File: config.mk
export PLATFORM = sky130hd
export DESIGN_NAME = led_status_scheduler
export DESIGN_NICKNAME = d
export VERILOG_FILES = /design/src/rtl/led_status_scheduler.sv
export SDC_FILE = /design/constraint.sdc
export NUM_CORES = 1
export LEC_CHECK = 0
export CAP_MARGIN = 40
export CORE_ASPECT_RATIO = 1.25
export CORE_MARGIN = 5
export CORE_UTILIZATION = 30
export CTS_BUF_LIST = sky130_fd_sc_hd__clkbuf_2
export CTS_CLUSTER_SIZE = 14
export DETAILED_ROUTE_END_ITERATION = 10
export PLACE_DENSITY = 0.49
export RECOVER_POWER = 50
export SLEW_MARGIN = 5
export SYNTH_ARGS = -nofsm -noshare
export SYNTH_HDL_FRONTEND = slang
export SYNTH_SLANG_ARGS = --single-unit
File: constraint.sdc
create_clock -name clock -period 3.4 [get_ports clock]
set_input_delay 0.68 -clock clock [delete_from_list [all_inputs] [get_ports clock]]
set_output_delay 0.68 -clock clock [all_outputs]
set_load 0.01 [all_outputs]
File: src/rtl/led_status_scheduler.sv
// Fixed-priority LED sharing scheduler with min-hold arbitration and tick-based patterns.
// Optional LED_PWM_DIM_EN adds a dim[3:0] input that PWM-dims the lit phases.
module led_status_scheduler #(
    parameter int CLOCK_SPEED = 25000000,
    parameter int NUM_REQ     = 4,
    parameter int MIN_HOLD    = 50,
    localparam int ID_W       = (NUM_REQ > 1) ? $clog2(NUM_REQ) : 1
) (
    input  logic                 clock,
    input  logic                 reset_n,
    input  logic [NUM_REQ-1:0]   req,
    input  logic [3*NUM_REQ-1:0] mode,
    input  logic [4*NUM_REQ-1:0] count,
`ifdef LED_PWM_DIM_EN
    input  logic [3:0]           dim,
`endif
    output logic                 LED,
    output logic                 grant_valid,
    output logic [ID_W-1:0]      grant_id,
    output logic                 tick
);

    localparam int TICK_DIV = (CLOCK_SPEED / 100 > 1) ? CLOCK_SPEED / 100 : 2;
    localparam int PW       = $clog2(TICK_DIV);
    localparam int HW       = $clog2(MIN_HOLD + 1);

    localparam logic [2:0] M_ON   = 3'd1;
    localparam logic [2:0] M_SLOW = 3'd2;
    localparam logic [2:0] M_FAST = 3'd3;
    localparam logic [2:0] M_CODE = 3'd4;
    localparam logic [2:0] M_VARY = 3'd5;

    typedef enum logic [2:0] {S_IDLE, S_SHOW, S_CODE_ON, S_CODE_OFF, S_CODE_GAP} state_t;

    state_t          state, state_n;
    logic [PW-1:0]   presc;
    logic [HW-1:0]   hold, hold_n, hold_inc;
    logic [6:0]      phase, phase_n, lim;
    logic [3:0]      pulses, pulses_n, lcount, lcount_n, cur_cnt;
    logic [1:0]      vcnt, vcnt_n;
    logic [2:0]      lmode, lmode_n, cur_mode;
    logic [ID_W-1:0] gid_n, win;
    logic            gv_n, led_pat, led_pat_n, found, rearb;

    assign tick        = (presc == PW'(TICK_DIV - 1));
    assign grant_valid = (state != S_IDLE);

    always_ff @(posedge clock or negedge reset_n) begin
        if (!reset_n) presc <= '0;
        else if (tick) presc <= '0;
        else presc <= presc + 1'b1;
    end

    always_comb begin
        found = 1'b0;
        win   = '0;
        for (int unsigned i = 0; i < NUM_REQ; i++) begin
            if (req[i] && !found) begin
                found = 1'b1;
                win   = ID_W'(i);
            end
        end
    end

    assign cur_mode = mode[3*int'(grant_id) +: 3];
    assign cur_cnt  = count[4*int'(grant_id) +: 4];
    assign hold_inc = (hold >= HW'(MIN_HOLD)) ? hold : hold + 1'b1;

    // Preemption is only considered while showing a plain pattern; CODE yields at its gap end.
    always_comb begin
        rearb = 1'b0;
        if (tick) begin
            if (!grant_valid)
                rearb = found;
            else if (!req[grant_id])
                rearb = 1'b1;
            else if (state == S_SHOW && hold_inc >= HW'(MIN_HOLD) &&
                     (win != grant_id || cur_mode != lmode || cur_cnt != lcount))
                rearb = 1'b1;
            else if (state == S_CODE_GAP && phase == 7'd99)
                rearb = 1'b1;
        end
    end

    always_comb begin
        state_n   = state;
        hold_n    = hold;
        phase_n   = phase;
        pulses_n  = pulses;
        vcnt_n    = vcnt;
        lmode_n   = lmode;
        lcount_n  = lcount;
        gid_n     = grant_id;
        gv_n      = grant_valid;
        led_pat_n = led_pat;
        lim       = vcnt[1] ? 7'd9 : 7'd49;
        if (rearb) begin
            hold_n   = '0;
            phase_n  = '0;
            pulses_n = '0;
            vcnt_n   = '0;
            if (found) begin
                lmode_n  = mode[3*int'(win) +: 3];
                lcount_n = count[4*int'(win) +: 4];
                gid_n    = win;
                gv_n     = 1'b1;
                if (lmode_n == M_CODE) begin
                    state_n   = (lcount_n != 4'd0) ? S_CODE_ON : S_CODE_GAP;
                    led_pat_n = (lcount_n != 4'd0);
                end else begin
                    state_n   = S_SHOW;
                    led_pat_n = (lmode_n == M_ON || lmode_n == M_SLOW ||
                                 lmode_n == M_FAST || lmode_n == M_VARY);
                end
            end else begin
                state_n   = S_IDLE;
                gv_n      = 1'b0;
                led_pat_n = 1'b0;
            end
        end else if (tick && grant_valid) begin
            hold_n = hold_inc;
            case (state)
                S_SHOW: begin
                    if (lmode == M_SLOW || lmode == M_FAST || lmode == M_VARY) begin
                        if (lmode == M_SLOW) lim = 7'd49;
                        else if (lmode == M_FAST) lim = 7'd9;
                        if (phase == lim) begin
                            phase_n   = '0;
                            led_pat_n = ~led_pat;
                            vcnt_n    = vcnt + 1'b1;
                        end else begin
                            phase_n = phase + 1'b1;
                        end
                    end else begin
                        led_pat_n = (lmode == M_ON);
                    end
                end
                S_CODE_ON: begin
                    if (phase == 7'd19) begin
                        phase_n   = '0;
                        led_pat_n = 1'b0;
                        pulses_n  = pulses + 1'b1;
                        state_n   = S_CODE_OFF;
                    end else begin
                        phase_n = phase + 1'b1;
                    end
                end
                S_CODE_OFF: begin
                    if (phase == 7'd19) begin
                        phase_n = '0;
                        if (pulses == lcount) begin
                            state_n = S_CODE_GAP;
                        end else begin
                            state_n   = S_CODE_ON;
                            led_pat_n = 1'b1;
                        end
                    end else begin
                        phase_n = phase + 1'b1;
                    end
                end
                S_CODE_GAP: phase_n = phase + 1'b1;
                default: ;
            endcase
        end
    end

    always_ff @(posedge clock or negedge reset_n) begin
        if (!reset_n) begin
            state    <= S_IDLE;
            hold     <= '0;
            phase    <= '0;
            pulses   <= '0;
            vcnt     <= '0;
            lmode    <= '0;
            lcount   <= '0;
            grant_id <= '0;
            led_pat  <= 1'b0;
        end else begin
            state    <= gv_n ? state_n : S_IDLE;
            hold     <= hold_n;
            phase    <= phase_n;
            pulses   <= pulses_n;
            vcnt     <= vcnt_n;
            lmode    <= lmode_n;
            lcount   <= lcount_n;
            grant_id <= gid_n;
            led_pat  <= led_pat_n;
        end
    end

`ifdef LED_PWM_DIM_EN
    logic [3:0] pwm_cnt;

    always_ff @(posedge clock or negedge reset_n) begin
        if (!reset_n) pwm_cnt <= '0;
        else pwm_cnt <= pwm_cnt + 1'b1;
    end

    assign LED = led_pat && (pwm_cnt < dim);
`else
    assign LED = led_pat;
`endif

endmodule

==> results by group <==
Run status
  • Status: finished clean

Power
  • Total power: 0.977 mW
  • P per Cell Area: 235 mW/mm^2
  • Pleak: 1.69 nW
  • Worst vdd ir: 103 uV

Layout
  • NumNets Final: 448
  • Area Overhead vs Synth: 21.1%
  • # diodes: 0
  • Final std cell area, no fill: 0.00416 sq mm
  • Fillers: 1130
  • Layout cell share with drive strength beyond 1: 12.3%
  • Final non-filler cell total: 543

Routing
  • Vias: 2857
  • Drt drc: 0
  • Routed Antenna Nets: 0
  • Avg WL per Cell: 15.2 microns
  • Drt total wl: 8260 microns
  • DR iter-0 viols: 88
  • Post-DR vias/cell: 5.26
  • DRT Pass-1 Iters: 4

Timing
  • Hold Fails Final Rpt: 0
  • Hold slack: 0.508 ns
  • Slew Limit Headroom: 1.51%
  • F_max: 316 MHz
  • Setup violators final: 0
  • Final critical-path required period: 3.16 ns
  • Max Transition Viols Final: 0
  • RSZ-0062 raised after global routing: false
  • Clock skew: 0.0152 ns
  • Worst-Margin Slew: 1.48 ns
  • Ratio of final minimum period to clock period: 93.0%
  • Final setup margin: 0.236 ns

Synthesis
  • Netlist Area Pre-Place: 0.00344 sq mm
  • Seq/Total Area, Yosys: 36.4%
  • Post-synthesis average cell area: 9.68 sq um
  • Synth Warn #: 0
  • Synth top cells by count: dfrtp_1 (50), nor2_1 (40), nand2_1 (31)
  • Number of synthesized flops with an enable pin: 0
  • Largest area contributor in the netlist: dfrtp_1
  • Synth Register Bits: 50
  • Post-synthesis cell count: 355
  • Top_reg_cell synth: dfrtp_1
  • Cell variety after synth: 55
  • Count leader, synth: dfrtp_1
  • Syn Nets: 395
  • Synth top area share: 36.4%
  • Area contributors post-synth: dfrtp_1 (36%), mux4_1 (6.1%), mux4_2 (4.6%)
  • Post-synth ARST share: 100%

Floorplanning
  • Die X: 106 microns
  • Std-Cell Rows: 43
  • Boundary Pins: 39
  • Die area: 0.0137 sq mm
  • Die height: 130 microns
  • Core region area: 0.0111 sq mm
  • Initial Util: 30.9%

Worst setup path
  • Largest fanout on the critical path: 5
  • Critical path, cell by cell: clkdlybuf4s50_1, nand2b_2, a21oi_4, mux4_1, or4_1, a211o_1, and4b_1, or3_1
  • Critical Path Slowest Stage Cell: mux4_1
  • Critical path class: in2reg
  • CP arrival: 3.54 ns
  • Worst path required time: 3.78 ns
  • Type of origin of the critical path: input pin
  • Max stage delay on crit path: 0.61 ns
  • Worst Setup End Kind: flip-flop

GRT
  • Largest net degree at the start of global routing: 29
  • Initial antenna violation count: 0
  • Number of global-route vias before repair: 2885
  • Grt total ovfl: 0
  • First-pass GRT wire length: 14200 microns
  • GRT Overall Usage: 12.8%

Clock tree
  • CTS tree: done
  • H-Tree Depth: 2
  • Num Clock Sinks: 50
  • CTS Buffer Depth: 2
  • Skew-Pair Late Insertion Delay: 0.46 ns
  • Root Driver: clkbuf_2
  • Num CTS Buffers: 5
  • Worst-path clk slew: 0.28 ns

Worst hold path
  • Hold Path Class: in2async

Place
  • DP Worst Slack: -0.287 ns
  • Placed cells: 533
  • DP HPWL: 6350 microns
  • Number of port buffers: 38
  • Routability cong.: 0.787
  • DP Area: 0.00408 sq mm

Run
  • Max_cap viols: 0
logic make-up (layout without fill, tap and decap cells):
| kind of cell | count (synthesis) | after routing | share of synthesized area [%] |
|---|---|---|---|
| adders and majority gates | 6 | 6 | 2.18 |
| and+or+nand+nor | 170 | 170 | 26.4 |
| buffers and inverters | 22 | 75 | 2.48 |
| xor gates and xnor gates | 34 | 34 | 8.67 |
| AOI/OAI and AO/OA | 43 | 43 | 8.49 |
| muxes | 30 | 30 | 15.4 |
| DFF | 50 | 50 | 36.4 |
critical path, delay by kind of cell:
kind            cells  cell delay, ns
simple gates        4            1.32
mux                 1            0.61
buf+inv             1            0.41
compound gates      2            0.51
state kept, by name, summed over array words and instances, names as in the netlist:
name / count
grant_id: 2
hold: 6
vcnt: 2
phase: 7
presc: 18
pulses: 4
LED: 1
state: 3
lmode: 3
lcount: 4
layout by cell type (no fill, tap or decap), drive strengths merged, types with 6 or more instances in the layout:
cell type,synthesis,layout
nand3,22,22
nand2,31,31
or3,6,6
buf,3,24
nor2b,6,6
ha,6,6
mux4,15,15
xor2,17,17
mux2i,6,6
a21oi,10,10
o21ai,9,9
clkbuf,14,7
nor4,6,6
nor2,40,40
nand4,10,10
nand2b,8,8
nor3,12,12
dfrtp,50,50
xnor2,17,17
mux2,9,9
clkdlybuf4s50,0,36
a31oi,7,7
final cells by class:
type | instances | area (sq um) | area share (%)
inverter | 5 | 18.8 | 0.451
multi-input combinational | 283 | 2120 | 51.0
timing repair buffer | 63 | 561 | 13.5
clock inverter | 2 | 15.0 | 0.361
tap | 135 | 169 | 4.06
sequential | 50 | 1250 | 30.1
clock buffer | 5 | 25.0 | 0.601
metrics by stage:
stage                     util, %  setup TNS, ns
after CTS                    37.3              0
after floorplan                 -              0
after detailed placement     36.6         -0.287
after global routing         37.4              0
final                        37.4              0
after global placement       36.6         -0.244
worst paths after layout:
check | slack, ns | startpoint | to | depth (start not counted)
min reg2reg | 0.54 | presc[13]$_DFF_PN0_ | presc[13]$_DFF_PN0_ | 1
min | 0.51 | reset_n | presc[10]$_DFF_PN0_ | 1
min in group clock | 0.54 | presc[13]$_DFF_PN0_ | presc[13]$_DFF_PN0_ | 1
max | 0.24 | req[2] | LED$_DFFE_PN0P_ | 8
max reg2reg | 0.42 | grant_id[0]$_DFFE_PN0P_ | grant_id[0]$_DFFE_PN0P_ | 9
max in group asynchronous | 1.02 | reset_n | phase[6]$_DFFE_PN0P_ | 2
what timing repair did:
action	in CTS	in global routing
endpoints found under the setup margin	1	1
hold buffers	0	0
setup buffers	3	0
gates resized for setup	2	3
endpoints found under the hold margin	0	0
where the power goes:
group          internal, mW  switching [mW]
clock                0.0457           0.211
sequential            0.597               0
combinational        0.0748          0.0491
per-layer routing:
metal	wire length, microns	up-vias	track usage, %
met1	3740	1387	15.7
met5	0	-	0
met4	88	0	3.66
li1	-	1413	-
met3	219	5	2.29
met2	4220	52	23.0
Power figures use the tool's default switching activity.
